**src/rtl/alu_pkg.sv**
```systemverilog
// Shared encodings for the slice-serial ALU: operation codes and FSM states.
package alu_pkg;

  typedef enum logic [1:0] {
    OP_AND = 2'b00,
    OP_OR  = 2'b01,
    OP_ADD = 2'b10,
    OP_SLT = 2'b11
  } op_t;

  typedef enum logic [1:0] {
    IDLE    = 2'b00,
    RUN     = 2'b01,
    SETLESS = 2'b10,
    DONE    = 2'b11
  } state_t;

endpackage

```
**src/rtl/alu_multicycle_slice.sv**
```systemverilog
// One SLICE-bit ALU slice: AND/OR/ADD with optional b inversion, plus the
// carry into the MSB so the caller can form signed overflow.
module alu_slice
  import alu_pkg::*;
#(
  parameter int unsigned SLICE = 8
) (
  input  logic [SLICE-1:0] a,
  input  logic [SLICE-1:0] b,
  input  logic             binv,
  input  logic             cin,
  input  op_t              op,
  output logic [SLICE-1:0] y,
  output logic             cout,
  output logic             cmsb
);

  logic [SLICE-1:0] bb;
  logic [SLICE:0]   sum;

  // Slice function; SLT passes the adder sum so the MSB is available later.
  always_comb begin
    bb   = binv ? ~b : b;
    sum  = {1'b0, a} + {1'b0, bb} + (SLICE+1)'(cin);
    cout = sum[SLICE];
    // Carry into the MSB recovered from the MSB sum bit and its operands.
    cmsb = sum[SLICE-1] ^ a[SLICE-1] ^ bb[SLICE-1];
    case (op)
      OP_AND:  y = a & bb;
      OP_OR:   y = a | bb;
      default: y = sum[SLICE-1:0];
    endcase
  end

endmodule

```
**src/rtl/alu_multicycle.sv**
```systemverilog
// Slice-serial ALU: one SLICE-bit slice reused over WIDTH/SLICE cycles with a
// registered inter-slice carry, start/done handshake, full-word SLT and flags.
module alu_multicycle
  import alu_pkg::*;
#(
  parameter int unsigned WIDTH = 32,
  parameter int unsigned SLICE = 8
) (
  input  logic             clk,
  input  logic             rst,
  input  logic             start,
  output logic             ready,
  input  logic [1:0]       op,
  input  logic             binv,
  input  logic             cin,
  input  logic [WIDTH-1:0] a,
  input  logic [WIDTH-1:0] b,
  output logic [WIDTH-1:0] result,
  output logic             co,
  output logic             zero,
  output logic             ovf,
  output logic             done
);

  localparam int unsigned N     = WIDTH / SLICE;
  localparam int unsigned KW    = (N > 1) ? $clog2(N) : 1;
  localparam int unsigned IW    = (WIDTH > 1) ? $clog2(WIDTH) : 1;
  localparam logic [KW-1:0] KLAST = KW'(N - 1);

  generate
    if ((WIDTH % SLICE) != 0 || WIDTH < SLICE) begin : g_param_check
      $error("alu_multicycle: WIDTH must be a non-zero multiple of SLICE");
    end
  endgenerate

  state_t           state;
  logic [KW-1:0]    k;
  logic             carry;
  logic [WIDTH-1:0] a_r;
  logic [WIDTH-1:0] b_r;
  op_t              op_r;
  logic             binv_r;
  logic             v_r;

  logic [IW-1:0]    base;
  logic [SLICE-1:0] sa;
  logic [SLICE-1:0] sb;
  logic [SLICE-1:0] y;
  logic             cout;
  logic             cmsb;
  logic [WIDTH-1:0] res_wr;
  logic             start_slt;

  // Select the current slice operands and form the result with it merged in.
  always_comb begin
    base      = IW'(32'(k) * SLICE);
    sa        = a_r[base +: SLICE];
    sb        = b_r[base +: SLICE];
    res_wr    = result;
    res_wr[base +: SLICE] = y;
    start_slt = (op_t'(op) == OP_SLT);
  end

  alu_slice #(.SLICE(SLICE)) u_slice (
    .a    (sa),
    .b    (sb),
    .binv (binv_r),
    .cin  (carry),
    .op   (op_r),
    .y    (y),
    .cout (cout),
    .cmsb (cmsb)
  );

  // Control FSM with operand latches, slice counter, carry and result registers.
  always_ff @(posedge clk or posedge rst) begin
    if (rst) begin
      state  <= IDLE;
      k      <= '0;
      carry  <= 1'b0;
      a_r    <= '0;
      b_r    <= '0;
      op_r   <= OP_AND;
      binv_r <= 1'b0;
      v_r    <= 1'b0;
      result <= '0;
      co     <= 1'b0;
      zero   <= 1'b0;
      ovf    <= 1'b0;
      done   <= 1'b0;
      ready  <= 1'b1;
    end else begin
      done <= 1'b0;
      case (state)
        IDLE: begin
          if (start) begin
            a_r    <= a;
            b_r    <= b;
            op_r   <= op_t'(op);
            binv_r <= start_slt | binv;
            carry  <= start_slt | cin;
            k      <= '0;
            ready  <= 1'b0;
            state  <= RUN;
          end
        end
        RUN: begin
          result <= res_wr;
          carry  <= cout;
          if (k == KLAST) begin
            co  <= cout;
            v_r <= cmsb ^ cout;
            ovf <= (op_r == OP_ADD) & (cmsb ^ cout);
            if (op_r == OP_SLT) begin
              state <= SETLESS;
            end else begin
              zero  <= (res_wr == '0);
              done  <= 1'b1;
              state <= DONE;
            end
          end else begin
            k <= k + KW'(1);
          end
        end
        SETLESS: begin
          // Signed less-than: adder sign corrected by overflow.
          result <= WIDTH'(result[WIDTH-1] ^ v_r);
          zero   <= ~(result[WIDTH-1] ^ v_r);
          ovf    <= 1'b0;
          done   <= 1'b1;
          state  <= DONE;
        end
        DONE: begin
          ready <= 1'b1;
          state <= IDLE;
        end
        default: state <= IDLE;
      endcase
    end
  end

endmodule

```
**config.mk**
```make
export PLATFORM = sky130hd
export DESIGN_NAME = alu_multicycle
export DESIGN_NICKNAME = d
export VERILOG_FILES = /design/src/rtl/alu_pkg.sv /design/src/rtl/alu_multicycle_slice.sv /design/src/rtl/alu_multicycle.sv
export SDC_FILE = /design/constraint.sdc
export NUM_CORES = 1
export LEC_CHECK = 0
export CORE_UTILIZATION = 43
export CTS_CLUSTER_DIAMETER = 60
export DETAILED_ROUTE_END_ITERATION = 8
export PLACE_DENSITY_LB_ADDON = 0.08
export REMOVE_ABC_BUFFERS = 1
export SLEW_MARGIN = 20
export SYNTH_ARGS = -nofsm -noshare
export SYNTH_HDL_FRONTEND = slang
export SYNTH_SLANG_ARGS = --single-unit
```
**constraint.sdc**
```tcl
create_clock -name clk -period 3.55 [get_ports clk]
set_input_delay 0.71 -clock clk [delete_from_list [all_inputs] [get_ports clk]]
set_output_delay 0.71 -clock clk [all_outputs]
set_load 0.01 [all_outputs]
```
==> impl_metrics.toml <==
[run_status]
status = "complete, no violations"

[cts]
clock_sinks = 110
clkTransAtPathRegs_ps = 70
htree_levels = 3
clk_latency_ps = 360
clockBufferDepth = 2
root_buffer = "clkbuf_16"
cts_buffers = 9
tritoncts = "yes"
hold_buffers = 0

[global_route]
grt_overflow = 0
grt_max_degree = 66
grt_pass1_vias = 4506
grt.total_usage_pct = 21.3
antenna_found_initial = 0
grt_first_pass_wirelength_um = 23300

[sta]
max_freq_mhz = 297
max-slew-margin-rel_pct = 50.9
fin_crit_sh_pct = 94.8
period_minus_slack_ps = 3370
slew_violations = 0
worstMarginPinSlew_ps = 737
hold_viol_final = 0
setup-violations-final = 0
fin_skew_ps = 5.31
fin_ws_ps = 183

[setup_path]
worstSetupPathType = "flip-flop to flip-flop"
arrival_ps = 3640
end_kind = "flip-flop"
cp_max_fo = 4
worstPathRequired_ps = 3820
critPathLaunchType = "flip-flop"

[layout]
register_area_um2 = 2750
fillerInstances = 1127
multi_input_area_um2 = 2960
finalNetCount = 747
final_common_cell = "dfrtp_1"
n_antenna_cell = 0
stdcell_area_um2 = 7740
mostFrequentLayoutCells = "dfrtp_1 (109), clkdlybuf4s50_1 (107), mux2_2 (68)"
area_delta_synth_final_pct = 31.5
drive_gt1_share_pct = 23.1

[flow_run]
cap_viol_max_count = 0

[placed_design]
place_area_um2 = 7260
pre_cts_ws_ps = -23.8
finalWeightedCongestion = 0.938
hpwlAfterDp_um = 10400
place.port_buffers = 107

[floorplan]
initial_core_util_pct = 44.3
io_pins = 108
std_cell_rows = 42
core-area_um2 = 13300
die_h_um = 119
die_area_um2 = 14200
floorplan.die.width_um = 119

[detailed_routing]
wl_per_cell_um = 16.8
avgViaCountPerCell = 5.41
drt-total-wl_um = 13900
drc_errors = 0
vias = 4483
drt_iter0_drc = 313
first_pass_iters = 5
postRouteAntennaNets = 0

[yosys]
synthesis.instances = 521
synth_area_leader_cell = "dfrtp_1"
synth_top_flop_cell = "dfrtp_1"
synth_edf_count = 0
async_flop_share_pct = 100
ys_seq_area_share_pct = 46.8
synth_cell_type_count = 58
syn_area_um2 = 5880
yosys_warnings = 0
syn_avg_cell_area_um2 = 11.3
synth_top_cell_area_share_pct = 46.4
synth-seq-cells = 110
synth_area_leaders = "dfrtp_1 (46%), mux2_2 (13%), mux4_2 (6.1%)"

[worst_hold_path]
hold_path.class = "flip-flop to flip-flop"
-- critical path: stages (launching register included) --
cell,delay (ps)
dfrtp_1,410
mux4_2,550
xor2_2,190
inv_1,90
fa_2,360
fa_2,360
nand2b_4,160
a21oi_4,180
mux2i_2,260
and2_4,190
o2bb2ai_1,120
o2111ai_2,150
a221oi_2,260
-- metrics by stage --
step	hold slack [ps]	TNS (ps)	instances	utilization, %
2_1_floorplan	474	-8830	499	-
3_3_place_gp	484	0	801	54.6
3_5_place_dp	491	-23.8	801	54.6
4_1_cts	507	0	817	57.2
5_1_grt	518	-9.49	829	58.2
6_report	504	0	829	58.2
-- cell usage after synthesis, types with 5 or more instances --
cell and count:
nand2b_1 6, mux2_2 68, clkbuf_1 9, mux4_2 16
nor3_1 8, xnor2_1 5, inv_1 35, ha_1 26
dfrtp_1 109, o21ai_1 5, buf_2 5, xor2_1 8
nor4_1 6, a21oi_1 25, nor2_1 23, buf_1 8
nand2_1 48, nand3_1 5, o21ai_0 45
-- timing repair --
action	CTS	global route
endpoints found under the setup margin	1	3
setup buffers	0	12
gates resized for setup	2	11
pin swaps	0	4
-- per-layer routing --
metal | routed length (um) | vias up | track usage, %
met5 | 0 | - | 0
met4 | 357 | 0 | 9.97
met3 | 582 | 26 | 3.88
met2 | 6930 | 140 | 34.9
met1 | 6070 | 2191 | 27.3
li1 | - | 2126 | -
-- flip-flops by register name (all words and copies together), names as in the netlist, 2 cells and up --
| name | cells |
|---|---|
| a_r | 32 |
| b_r | 32 |
| k | 2 |
| op_r | 2 |
| result | 32 |
| state | 2 |
-- logic make-up after synthesis --
| kind of cell | share of synthesized area, % |
|---|---|
| mux | 19.8 |
| fa+ha+maj | 6.21 |
| buf+inv | 3.74 |
| xor+xnor | 2.21 |
| compound gates | 12.1 |
| simple gates | 9.10 |
| flops | 46.8 |
-- path summary, 6_finish.rpt --
check / from / to / slack [ps] / cells after the start
min in group asynchronous: rst / result[7] / 710 / 2
max in group asynchronous: rst / ready / 2010 / 3
hold / removal: a_r[21] / a_r[21] / 500 / 1
setup reg to reg: k[0] / zero / 180 / 12
setup / recovery: k[0] / zero / 180 / 12
hold reg to reg: a_r[21] / a_r[21] / 500 / 1
-- area by class of cell --
| cell class | instances | share of cell area, % |
|---|---|---|
| Inverter | 35 | 1.73 |
| Multi-Input combinational cell | 354 | 38.2 |
| Sequential cell | 110 | 35.6 |
| Timing Repair Buffer | 138 | 17.3 |
| Tap cell | 176 | 2.85 |
| Clock inverter | 5 | 1.05 |
| Clock buffer | 11 | 3.27 |
Power is left out: the tool's default activity adds up to more than one toggle a clock period on the data nets, which glitch-free logic cannot reach.
